$ cat src/rtl/lobby_if.sv
// Peer handshake wires between boards: ready/start broadcast out, peer reports in.
interface lobby_if;
  logic peer_ready_in;
  logic peer_start_in;
  logic ready_out;
  logic start_out;

  modport master (input peer_ready_in, peer_start_in, output ready_out, start_out);
  modport slave  (output peer_ready_in, peer_start_in, input ready_out, start_out);
endinterface

$ cat src/rtl/lobby_controller.sv
// Lobby/start controller: start-code entry, player-ID latch, ready/start handshake
// and a multiplexed 4-digit seven-segment display.
module lobby_controller #(
  parameter int          CODE_LEN    = 3,
  parameter logic [15:0] CODE        = 16'h0206,
  parameter bit          STRICT      = 1'b1,
  parameter int          NUM_PLAYERS = 2,
  parameter int          HOLD_TICKS  = 400,
  parameter int          SCAN_DIV    = 31250,
  localparam int         PID_W       = (NUM_PLAYERS > 1) ? $clog2(NUM_PLAYERS) : 1
) (
  input  logic                clk_6p25,
  input  logic                reset_n,
  input  logic [9:0]          digit_sw,
  input  logic [PID_W-1:0]    player_sel,
  input  logic                btn_start,
  lobby_if.master             peer,
  output logic                start,
  output logic [PID_W-1:0]    player_id,
  output logic                code_ok,
  output logic [CODE_LEN-1:0] led_progress,
  output logic [6:0]          seg,
  output logic [3:0]          an,
  output logic                dp
);

  localparam logic [1:0] ST_ENTRY   = 2'd0;
  localparam logic [1:0] ST_SHOW    = 2'd1;
  localparam logic [1:0] ST_LOBBY   = 2'd2;
  localparam logic [1:0] ST_STARTED = 2'd3;

  localparam int SCAN_W = (SCAN_DIV > 1) ? $clog2(SCAN_DIV) : 1;
  localparam int HOLD_W = $clog2(HOLD_TICKS + 1);

  logic [1:0]        state_reg;
  logic [2:0]        ptr_reg;
  logic [SCAN_W-1:0] scan_cnt_reg;
  logic [1:0]        scan_idx_reg;
  logic [HOLD_W-1:0] hold_cnt_reg;
  logic [9:0]        sw_prev_reg;
  logic [1:0]        btn_sync_reg;
  logic [1:0]        rdy_sync_reg;
  logic [1:0]        sts_sync_reg;
  logic              btn_prev_reg;
  logic [PID_W-1:0]  player_id_reg;
  logic [6:0]        seg_reg;
  logic [3:0]        an_reg;

  logic [3:0] code_digit [4];
  logic [9:0] sw_rise;
  logic       digit_match;
  logic       digit_wrong;
  logic       scan_tick;
  logic       btn_edge;
  logic [6:0] seg_next;

  // Digit 0 sits in the most significant used nibble.
  genvar gi;
  generate
    for (gi = 0; gi < 4; gi++) begin : g_code
      if (gi < CODE_LEN) begin : g_used
        assign code_digit[gi] = CODE[4*(CODE_LEN-gi)-1 -: 4];
      end else begin : g_unused
        assign code_digit[gi] = 4'hF;
      end
    end
    for (gi = 0; gi < CODE_LEN; gi++) begin : g_led
      assign led_progress[gi] = (ptr_reg > 3'(gi));
    end
  endgenerate

  // A multi-bit rise can never equal a one-hot target, so it is always wrong.
  assign sw_rise     = digit_sw & ~sw_prev_reg;
  assign digit_match = (sw_rise != 10'd0) && (sw_rise == (10'd1 << code_digit[ptr_reg[1:0]]));
  assign digit_wrong = (sw_rise != 10'd0) && !digit_match;
  assign scan_tick   = (scan_cnt_reg == SCAN_W'(SCAN_DIV - 1));
  assign btn_edge    = btn_sync_reg[1] & ~btn_prev_reg;

  function automatic logic [6:0] hex7(input logic [3:0] v);
    case (v)
      4'h0: return 7'h40;  4'h1: return 7'h79;  4'h2: return 7'h24;  4'h3: return 7'h30;
      4'h4: return 7'h19;  4'h5: return 7'h12;  4'h6: return 7'h02;  4'h7: return 7'h78;
      4'h8: return 7'h00;  4'h9: return 7'h10;  4'hA: return 7'h08;  4'hB: return 7'h03;
      4'hC: return 7'h46;  4'hD: return 7'h21;  4'hE: return 7'h06;  default: return 7'h0E;
    endcase
  endfunction

  always_comb begin
    seg_next = 7'h7F;
    case (state_reg)
      ST_ENTRY: if ({1'b0, scan_idx_reg} < ptr_reg) seg_next = hex7(code_digit[scan_idx_reg]);
      ST_SHOW:  if (int'(scan_idx_reg) < CODE_LEN)  seg_next = hex7(code_digit[scan_idx_reg]);
      default: begin
        if (scan_idx_reg == 2'd0)      seg_next = 7'h0C;
        else if (scan_idx_reg == 2'd1) seg_next = hex7(4'(player_id_reg));
      end
    endcase
  end

  always_ff @(posedge clk_6p25) begin
    if (!reset_n) begin
      state_reg     <= ST_ENTRY;
      ptr_reg       <= 3'd0;
      scan_cnt_reg  <= '0;
      scan_idx_reg  <= 2'd0;
      hold_cnt_reg  <= '0;
      sw_prev_reg   <= 10'd0;
      btn_sync_reg  <= 2'd0;
      rdy_sync_reg  <= 2'd0;
      sts_sync_reg  <= 2'd0;
      btn_prev_reg  <= 1'b0;
      player_id_reg <= '0;
      seg_reg       <= 7'h7F;
      an_reg        <= 4'hF;
    end else begin
      sw_prev_reg  <= digit_sw;
      btn_sync_reg <= {btn_sync_reg[0], btn_start};
      rdy_sync_reg <= {rdy_sync_reg[0], peer.peer_ready_in};
      sts_sync_reg <= {sts_sync_reg[0], peer.peer_start_in};
      btn_prev_reg <= btn_sync_reg[1];

      if (scan_tick) begin
        scan_cnt_reg <= '0;
        scan_idx_reg <= scan_idx_reg + 2'd1;
      end else begin
        scan_cnt_reg <= scan_cnt_reg + SCAN_W'(1);
      end

      if (state_reg != ST_STARTED) begin
        if (int'(player_sel) >= NUM_PLAYERS) player_id_reg <= PID_W'(NUM_PLAYERS - 1);
        else                                 player_id_reg <= player_sel;
      end

      case (state_reg)
        ST_ENTRY: begin
          if (digit_match) begin
            ptr_reg <= ptr_reg + 3'd1;
            if (int'(ptr_reg) == CODE_LEN - 1) begin
              state_reg    <= ST_SHOW;
              hold_cnt_reg <= '0;
            end
          end else if (digit_wrong && STRICT) begin
            ptr_reg <= 3'd0;
          end
        end
        ST_SHOW: begin
          if (scan_tick) begin
            hold_cnt_reg <= hold_cnt_reg + HOLD_W'(1);
            if (hold_cnt_reg == HOLD_W'(HOLD_TICKS - 1)) state_reg <= ST_LOBBY;
          end
        end
        ST_LOBBY: begin
          // Host needs the peer ready at the moment of the press; early presses are lost.
          if (player_id_reg == '0) begin
            if (btn_edge && rdy_sync_reg[1]) state_reg <= ST_STARTED;
          end else if (sts_sync_reg[1]) begin
            state_reg <= ST_STARTED;
          end
        end
        default: state_reg <= ST_STARTED;
      endcase

      seg_reg <= seg_next;
      an_reg  <= ~(4'b1000 >> scan_idx_reg);
    end
  end

  assign start          = (state_reg == ST_STARTED);
  assign peer.start_out = start && (player_id_reg == '0);
  assign peer.ready_out = state_reg[1];
  assign code_ok        = (state_reg != ST_ENTRY);
  assign player_id      = player_id_reg;
  assign seg            = seg_reg;
  assign an             = an_reg;
  assign dp             = 1'b1;

endmodule

$ cat src/flat_wrapper.sv
// flat-port wrapper written by rule: the top's interface ports become plain ports
module lobby_controller_flat 
#(
  parameter int          CODE_LEN    = 3,
  parameter logic [15:0] CODE        = 16'h0206,
  parameter bit          STRICT      = 1'b1,
  parameter int          NUM_PLAYERS = 2,
  parameter int          HOLD_TICKS  = 400,
  parameter int          SCAN_DIV    = 31250,
  localparam int         PID_W       = (NUM_PLAYERS > 1) ? $clog2(NUM_PLAYERS) : 1
)
  (clk_6p25, reset_n, digit_sw, player_sel, btn_start, start, player_id, code_ok, led_progress, seg, an, dp, peer_peer_ready_in, peer_peer_start_in, peer_ready_out, peer_start_out);
  lobby_if peer_i ();
  input  logic clk_6p25;
  input  logic reset_n;
  input  logic [9:0] digit_sw;
  input  logic [PID_W-1:0] player_sel;
  input  logic btn_start;
  output logic start;
  output logic [PID_W-1:0] player_id;
  output logic code_ok;
  output logic [CODE_LEN-1:0] led_progress;
  output logic [6:0] seg;
  output logic [3:0] an;
  output logic dp;
  input wire logic [$bits(peer_i.peer_ready_in)-1:0] peer_peer_ready_in;
  input wire logic [$bits(peer_i.peer_start_in)-1:0] peer_peer_start_in;
  output wire logic [$bits(peer_i.ready_out)-1:0] peer_ready_out;
  output wire logic [$bits(peer_i.start_out)-1:0] peer_start_out;
  assign peer_i.peer_ready_in = peer_peer_ready_in;
  assign peer_i.peer_start_in = peer_peer_start_in;
  assign peer_ready_out = peer_i.ready_out;
  assign peer_start_out = peer_i.start_out;
  lobby_controller #(.CODE_LEN(CODE_LEN), .CODE(CODE), .STRICT(STRICT), .NUM_PLAYERS(NUM_PLAYERS), .HOLD_TICKS(HOLD_TICKS), .SCAN_DIV(SCAN_DIV)) u_core (.clk_6p25(clk_6p25), .reset_n(reset_n), .digit_sw(digit_sw), .player_sel(player_sel), .btn_start(btn_start), .peer(peer_i), .start(start), .player_id(player_id), .code_ok(code_ok), .led_progress(led_progress), .seg(seg), .an(an), .dp(dp));
endmodule
$ cat config.mk
export PLATFORM = sky130hd
export DESIGN_NAME = lobby_controller_flat
export DESIGN_NICKNAME = d
export VERILOG_FILES = /design/src/rtl/lobby_if.sv /design/src/rtl/lobby_controller.sv /design/src/flat_wrapper.sv
export SDC_FILE = /design/constraint.sdc
export NUM_CORES = 1
export LEC_CHECK = 0
export BUFFER_PORTS_ARGS = -buffer_cell sky130_fd_sc_hd__buf_2
export CORE_UTILIZATION = 26
export CTS_CLUSTER_SIZE = 10
export DETAILED_ROUTE_END_ITERATION = 6
export GPL_ROUTABILITY_DRIVEN = 1
export PLACE_DENSITY = 0.48
export SYNTH_ARGS = -nofsm -noshare
export SYNTH_HDL_FRONTEND = slang
export SYNTH_SLANG_ARGS = --single-unit
$ cat constraint.sdc
create_clock -name clk_6p25 -period 2.5 [get_ports clk_6p25]
set_clock_uncertainty 0.05 [all_clocks]
set_input_delay 0.25 -clock clk_6p25 [delete_from_list [all_inputs] [get_ports clk_6p25]]
set_output_delay 0.25 -clock clk_6p25 [all_outputs]
set_load 0.005 [all_outputs]
==> results of run 1 <==
==> cells in the final DEF (no fill, tap or decap), types with 5 or more instances in the layout <==
cell type	Yosys	routed
nor2_1	30	30
a21oi_1	10	10
xnor2_1	8	8
inv_1	13	13
o21ai_0	13	13
nand2b_1	13	13
dfxtp_1	60	58
ha_1	18	18
buf_4	2	8
and3_1	5	5
buf_2	1	34
and2_1	17	17
clkbuf_8	0	10
nand4_1	7	7
nor4b_1	5	5
xor2_1	11	11
nor3_1	6	6
nor2b_1	6	6
nand3_1	23	23
nand2_1	31	31
==> final timing paths <==
| kind | startpoint | end | slack, ns |
|---|---|---|---|
| setup / recovery | u_core.scan_cnt_reg[1]$_SDFF_PP0_ | u_core.hold_cnt_reg[8]$_SDFFE_PN0P_ | 0.19 |
| hold / removal | peer_peer_start_in | u_core.sts_sync_reg[0]$_SDFF_PN0_ | 0.06 |
| setup reg to reg | u_core.scan_cnt_reg[1]$_SDFF_PP0_ | u_core.hold_cnt_reg[8]$_SDFFE_PN0P_ | 0.19 |
| hold reg to reg | u_core.scan_cnt_reg[0]$_SDFF_PP0_ | u_core.scan_cnt_reg[0]$_SDFF_PP0_ | 0.38 |
==> logic make-up after synthesis <==
| group | after synthesis | synth area share |
|---|---|---|
| buffers and inverters | 30 | 0.0415 |
| other | 1 | 0.00128 |
| and+or+nand+nor | 160 | 0.306 |
| adders and majority gates | 18 | 0.0771 |
| DFF | 60 | 0.411 |
| xor gates and xnor gates | 19 | 0.0570 |
| AOI/OAI and AO/OA | 47 | 0.106 |
==> layer usage <==
layer	global-route usage	wire (um)
met5	0	0
met4	0.0548	121
met3	0.0380	330
met2	0.179	2760
met1	0.146	3030
==> per-stage QoR <==
stage	area, sq um	util	setup WS, ns	power [W]	hold WS (ns)
4_1_cts	3480	0.320	0.111	0.00207	0.0429
5_1_grt	3500	0.321	0.0592	0.00213	0.0551
2_1_floorplan	2920	-	0.239	0.00106	0.322
3_5_place_dp	3260	0.300	0.134	0.00109	0.371
6_report	3500	0.321	0.194	0.00203	0.0641
3_3_place_gp	3260	0.300	0.179	0.00109	0.368
==> worst max-delay path: stages, from the launching register on <==
cell and delay (ns):
dfxtp_2 0.33, inv_1 0.05, ha_1 0.12, or4bb_4 0.46, nor4_4 0.37, nand4_4 0.20, o2111ai_2 0.21, o31ai_1 0.10
a311o_1 0.31
==> power by group <==
part | switching (W) | total (W) | internal [W]
clock network | 0.000377 | 0.000964 | 0.000587
logic | 0.0000450 | 0.0000816 | 0.0000366
registers | 0.00000780 | 0.000984 | 0.000976
==> cells in the mapped netlist, drive strengths merged, types with 6 or more instances <==
library cell / instances / area, sq um
dfxtp: 60 / 1200
nand3: 23 / 115
o21ai: 13 / 65.1
nor2b: 6 / 37.5
and2: 17 / 106
a21oi: 10 / 50.1
nor3: 7 / 40.0
clkbuf: 14 / 52.6
nand2b: 13 / 81.3
inv: 13 / 48.8
xor2: 11 / 96.3
xnor2: 8 / 70.1
nor2: 30 / 113
ha: 18 / 225
nand2: 31 / 116
nand4: 8 / 65.1
==> area by class of cell <==
type / count / area (sq um) / share of cell area
clock inverter: 4 / 72.6 / 0.0208
clock buffer: 12 / 145 / 0.0415
multi-input combinational: 245 / 1610 / 0.460
sequential: 60 / 1200 / 0.344
inverter: 13 / 48.8 / 0.0140
tap: 140 / 175 / 0.0501
timing repair buffer: 43 / 241 / 0.0691
==> metrics.cfg, run 1 <==
[outcome]
status=complete, no violations

[finish]
fin_nets=406
fillers=1149
finalNonFillerCells=517
area_growth_pct=19.7
diodes=0
largest_reg_flops=15
drive_gt1_frac=0.186

[die]
die_w_um=108
num_rows=38
die_h_um=108
initial_core_util=0.268
ios=36
core_area_sq_mm=0.0109
dieArea_sq_mm=0.0117

[sta]
setup_violations=0
final_hold_viol_count=0
fmax_mhz=434
max_slew_margin=0.561
fin_crit_ns=2.31
setup_tns_ns=0
rsz0062_at_grt=false
drv_slew=0
worst_slew_pin_slew_ns=0.658
finalCritPeriodShare=0.922

[power]
powerDensity_mw_per_mm2=581
vdd_drop_max_mv=0.264
p_leak_nw=1.37

[critical_path]
critPathKind=reg2reg
crit_required_ns=2.68
end_kind=register
critical_path.max_fanout=8
reg2reg_depth=8
crit_arrival_ns=2.49
start_kind=register

[cts]
cts_resized=0
ctsHoldBuffers=0
clock_sinks=60
tritoncts=built
h-tree-depth=3
cts_root_buffer=clkbuf_8
cts_buffer_depth=2
post_cts_buffers=0
path_clk_slew_ns=0.07
cts_buffers=9
clk_latency_ns=0.34

[detailed_routing]
final_antenna_net_count=0
routedWlPerCell_um=12.1
dr.pass1.iters=4
drt_iter0_markers=101
via_count=2369
routed_via_density=4.58
post-route-drc-count=0
drt-total-wl_um=6240

[synthesis]
async_flop_share=0
ys_types=47
syn-num-nets=369
synth_area_sq_mm=0.00292
synth-seq-cells=60
synthFlopType=dfxtp_1
syn_avg_cell_area_sq_um=8.72
yosysSeqAreaShare=0.411
syn_inst=335
ys_warn_count=0
synth-edff-count=0

[global_route]
grt_pass1_vias=2231
grt_overflow_total=0
antenna_found_initial=0
grt_pass1_wl_um=10500
track_usage=0.116
grt_max_degree=49

[placed_design]
gp_congestion=0.747
dp.cells=501
io_buffers=34
post-dp-hpwl_um=4360

[worst_hold_path]
worstHoldPathCells=2
hp-class=in2reg

[job]
cap_viol_max_count=0

Power figures use the tool's default switching activity.
==> inputs of run 2 (changes only) <==
--- a/config.mk
+++ b/config.mk
@@ -10,6 +10,7 @@
 export CTS_CLUSTER_SIZE = 10
 export DETAILED_ROUTE_END_ITERATION = 6
 export GPL_ROUTABILITY_DRIVEN = 1
+export GPL_TIMING_DRIVEN = 0
 export PLACE_DENSITY = 0.48
 export SYNTH_ARGS = -nofsm -noshare
 export SYNTH_HDL_FRONTEND = slang
==> run 2 against run 1 <==
Fmax fell by 3.5%. Clock power fell by 3.3%. Worst setup slack got worse by 0.083 ns. Hold slack got worse by 0.0044 ns. First-iteration DRC count rose by 27%.
==> metrics.cfg, run 2 (synthesized netlist as in run 1, its figures left out) <==
[cts]
cts_buffer_depth=2  ; unchanged
clk_latency_ns=0.34  ; about the same
cts_buffers=9  ; unchanged
tritoncts=built
h-tree-depth=3  ; unchanged
cts_root_buffer=clkbuf_8
clock_sinks=60  ; unchanged
path_clk_slew_ns=0.07  ; about the same

[outcome]
status=complete, no violations

[detailed_routing]
post-route-drc-count=0  ; unchanged
via_count=2445  ; +3.2%
routed_via_density=4.64  ; +1.2%
dr.pass1.iters=6  ; +2
drt-total-wl_um=6610  ; +6.0%
drt_iter0_markers=128  ; +27%
final_antenna_net_count=0  ; unchanged
routedWlPerCell_um=12.6  ; +4.0%

[critical_path]
timing.rr.end=u_core.hold_cnt_reg[8]$_SDFFE_PN0P_
cp_slowest_stage_delay_ns=0.47  ; about the same
crit_chain=inv_1 > ha_2 > or4bb_4 > nor4_4 > buf_4 > nand4_4 > o2111ai_2 > o31ai_2 > a311o_1
crit_required_ns=2.68  ; about the same
slowest_stage=or4bb_4
critPathKind=reg2reg
cpLargestDelayFamily=simple AND/OR/NAND/NOR gates
end_kind=register
reg2reg_depth=9  ; +1
regToRegSetupSlack_ns=0.11  ; -0.08 ns
critical_path.max_fanout=7  ; -1
path_buf_inv=2  ; +1
start_kind=register
crit_arrival_ns=2.57  ; +0.08 ns
rr_startpoint=u_core.scan_cnt_reg[1]$_SDFF_PP0_

[global_route]
grt_pass1_vias=2270  ; +1.7%
grt_overflow_total=0  ; unchanged
grt_max_degree=11  ; -78%
grt_pass1_wl_um=10800  ; +3.5%
track_usage=0.121  ; +0.00540
antenna_found_initial=0  ; unchanged

[placed_design]
gp_congestion=0.803  ; +7.5%
post_dp_cell_area_sq_mm=0.00327  ; +0.15%
post-dp-hpwl_um=4720  ; +8.3%
dpl_worst_slack_ns=-0.232  ; -0.366 ns
io_buffers=34  ; unchanged

[power]
powerDensity_mw_per_mm2=567  ; -2.4%
vdd_drop_max_mv=0.300  ; +14%
p_total_w=0.00200  ; -1.3%
p_leak_nw=1.38  ; +0.19%

[sta]
fin_crit_ns=2.39  ; +0.0835 ns
fin_ws_ns=0.110  ; -0.0835 ns
setup_violations=0  ; unchanged
final_hold_viol_count=0  ; unchanged
max_slew_margin=0.623  ; +0.0620
rsz0062_at_grt=false
worst_slew_pin_slew_ns=0.565  ; -0.0921 ns
setup_tns_ns=0  ; unchanged
fmax_mhz=418  ; -3.5%
drv_slew=0  ; unchanged
finalCritPeriodShare=0.956  ; +0.0334
worst_hold_slack_ns=0.0598  ; -0.00439 ns

[worst_hold_path]
hp-class=in2reg
min_from=peer_peer_start_in
hold_end=u_core.sts_sync_reg[0]$_SDFF_PN0_
worstHoldPathCells=2  ; unchanged

[finish]
largest_reg_flops=15  ; unchanged
fillers=1144  ; -0.44%
fin_nets=417  ; +2.7%
final_area_sq_mm=0.00354  ; +1.1%
diodes=0  ; unchanged
area_growth_pct=21.0
final_common_cell=dfxtp_1
drive_gt1_frac=0.183  ; -0.00221
mostFrequentLayoutCells=dfxtp_1, buf_2, nand2_1

[die]
core_area_sq_mm=0.0109  ; unchanged
die_h_um=108  ; unchanged
die_w_um=108  ; unchanged
num_rows=38  ; unchanged
dieArea_sq_mm=0.0117  ; unchanged
ios=36  ; unchanged
initial_core_util=0.268  ; unchanged

[job]
cap_viol_max_count=0  ; unchanged

[run 2: what timing repair did]
action,in CTS,in global routing
hold buffers,0,0
pin swaps,3,4
setup buffers,3,0
gates resized for setup,4,6
endpoints found under the setup margin,17,22
[run 2: worst max-delay path by stage]
stage	start	endpoint	slack, ns	cells past startpoint
after floorplan	u_core.scan_cnt_reg[0]$_SDFF_PP0_	u_core.hold_cnt_reg[7]$_SDFFE_PN0P_	0.24	7
after global placement	u_core.ptr_reg[1]$_SDFFE_PN0P_	u_core.hold_cnt_reg[6]$_SDFFE_PN0P_	-0.27	8
after detailed placement	u_core.ptr_reg[1]$_SDFFE_PN0P_	u_core.hold_cnt_reg[6]$_SDFFE_PN0P_	-0.23	8
after CTS	u_core.scan_cnt_reg[1]$_SDFF_PP0_	u_core.hold_cnt_reg[8]$_SDFFE_PN0P_	0.009	9
after global routing	u_core.scan_cnt_reg[1]$_SDFF_PP0_	u_core.hold_cnt_reg[8]$_SDFFE_PN0P_	0.001	9
final	u_core.scan_cnt_reg[1]$_SDFF_PP0_	u_core.hold_cnt_reg[8]$_SDFFE_PN0P_	0.11	9
[run 2: metal layers]
layer  wire length [um]  vias to the layer above  GRT usage
li1                   -                     1244          -
met1               3150                     1115      0.152
met2               2920                       75      0.192
met3                432                       11     0.0440
met4                115                        0     0.0431
met5                  0                        -          0
[run 2: per-stage QoR]
stage | instances | util
after floorplan | 335 | -
after global placement | 509 | 0.300
after detailed placement | 509 | 0.300
after CTS | 527 | 0.323
after global routing | 527 | 0.325
final | 527 | 0.325
[run 2: where the power goes]
group / internal [W] / switching, W / total [W]
combinational: 0.0000375 / 0.0000485 / 0.0000861
clock: 0.000552 / 0.000380 / 0.000932
sequential: 0.000976 / 0.00000934 / 0.000985
total: 0.00157 / 0.000438 / 0.00200
[run 2: final cells by class]
class,instances,area (sq um),area share
Timing Repair Buffer,37,193,0.0545
Multi-Input combinational cell,245,1640,0.463
Inverter,13,48.8,0.0138
Tap cell,140,175,0.0495
Clock buffer,10,128,0.0361
Clock inverter,5,77.6,0.0219
Sequential cell,60,1200,0.340
Buffer,17,72.6,0.0205
[run 2: worst register-to-register path: cells and delay by family (launching register included)]
family                   cells  cell delay (ns)
AND/OR/NAND/NOR              3             0.91
AO/OA/AOI/OAI                3             0.60
flip-flops                   1             0.32
buffers and inverters        2             0.23
adder cells (fa/ha/maj)      1             0.16
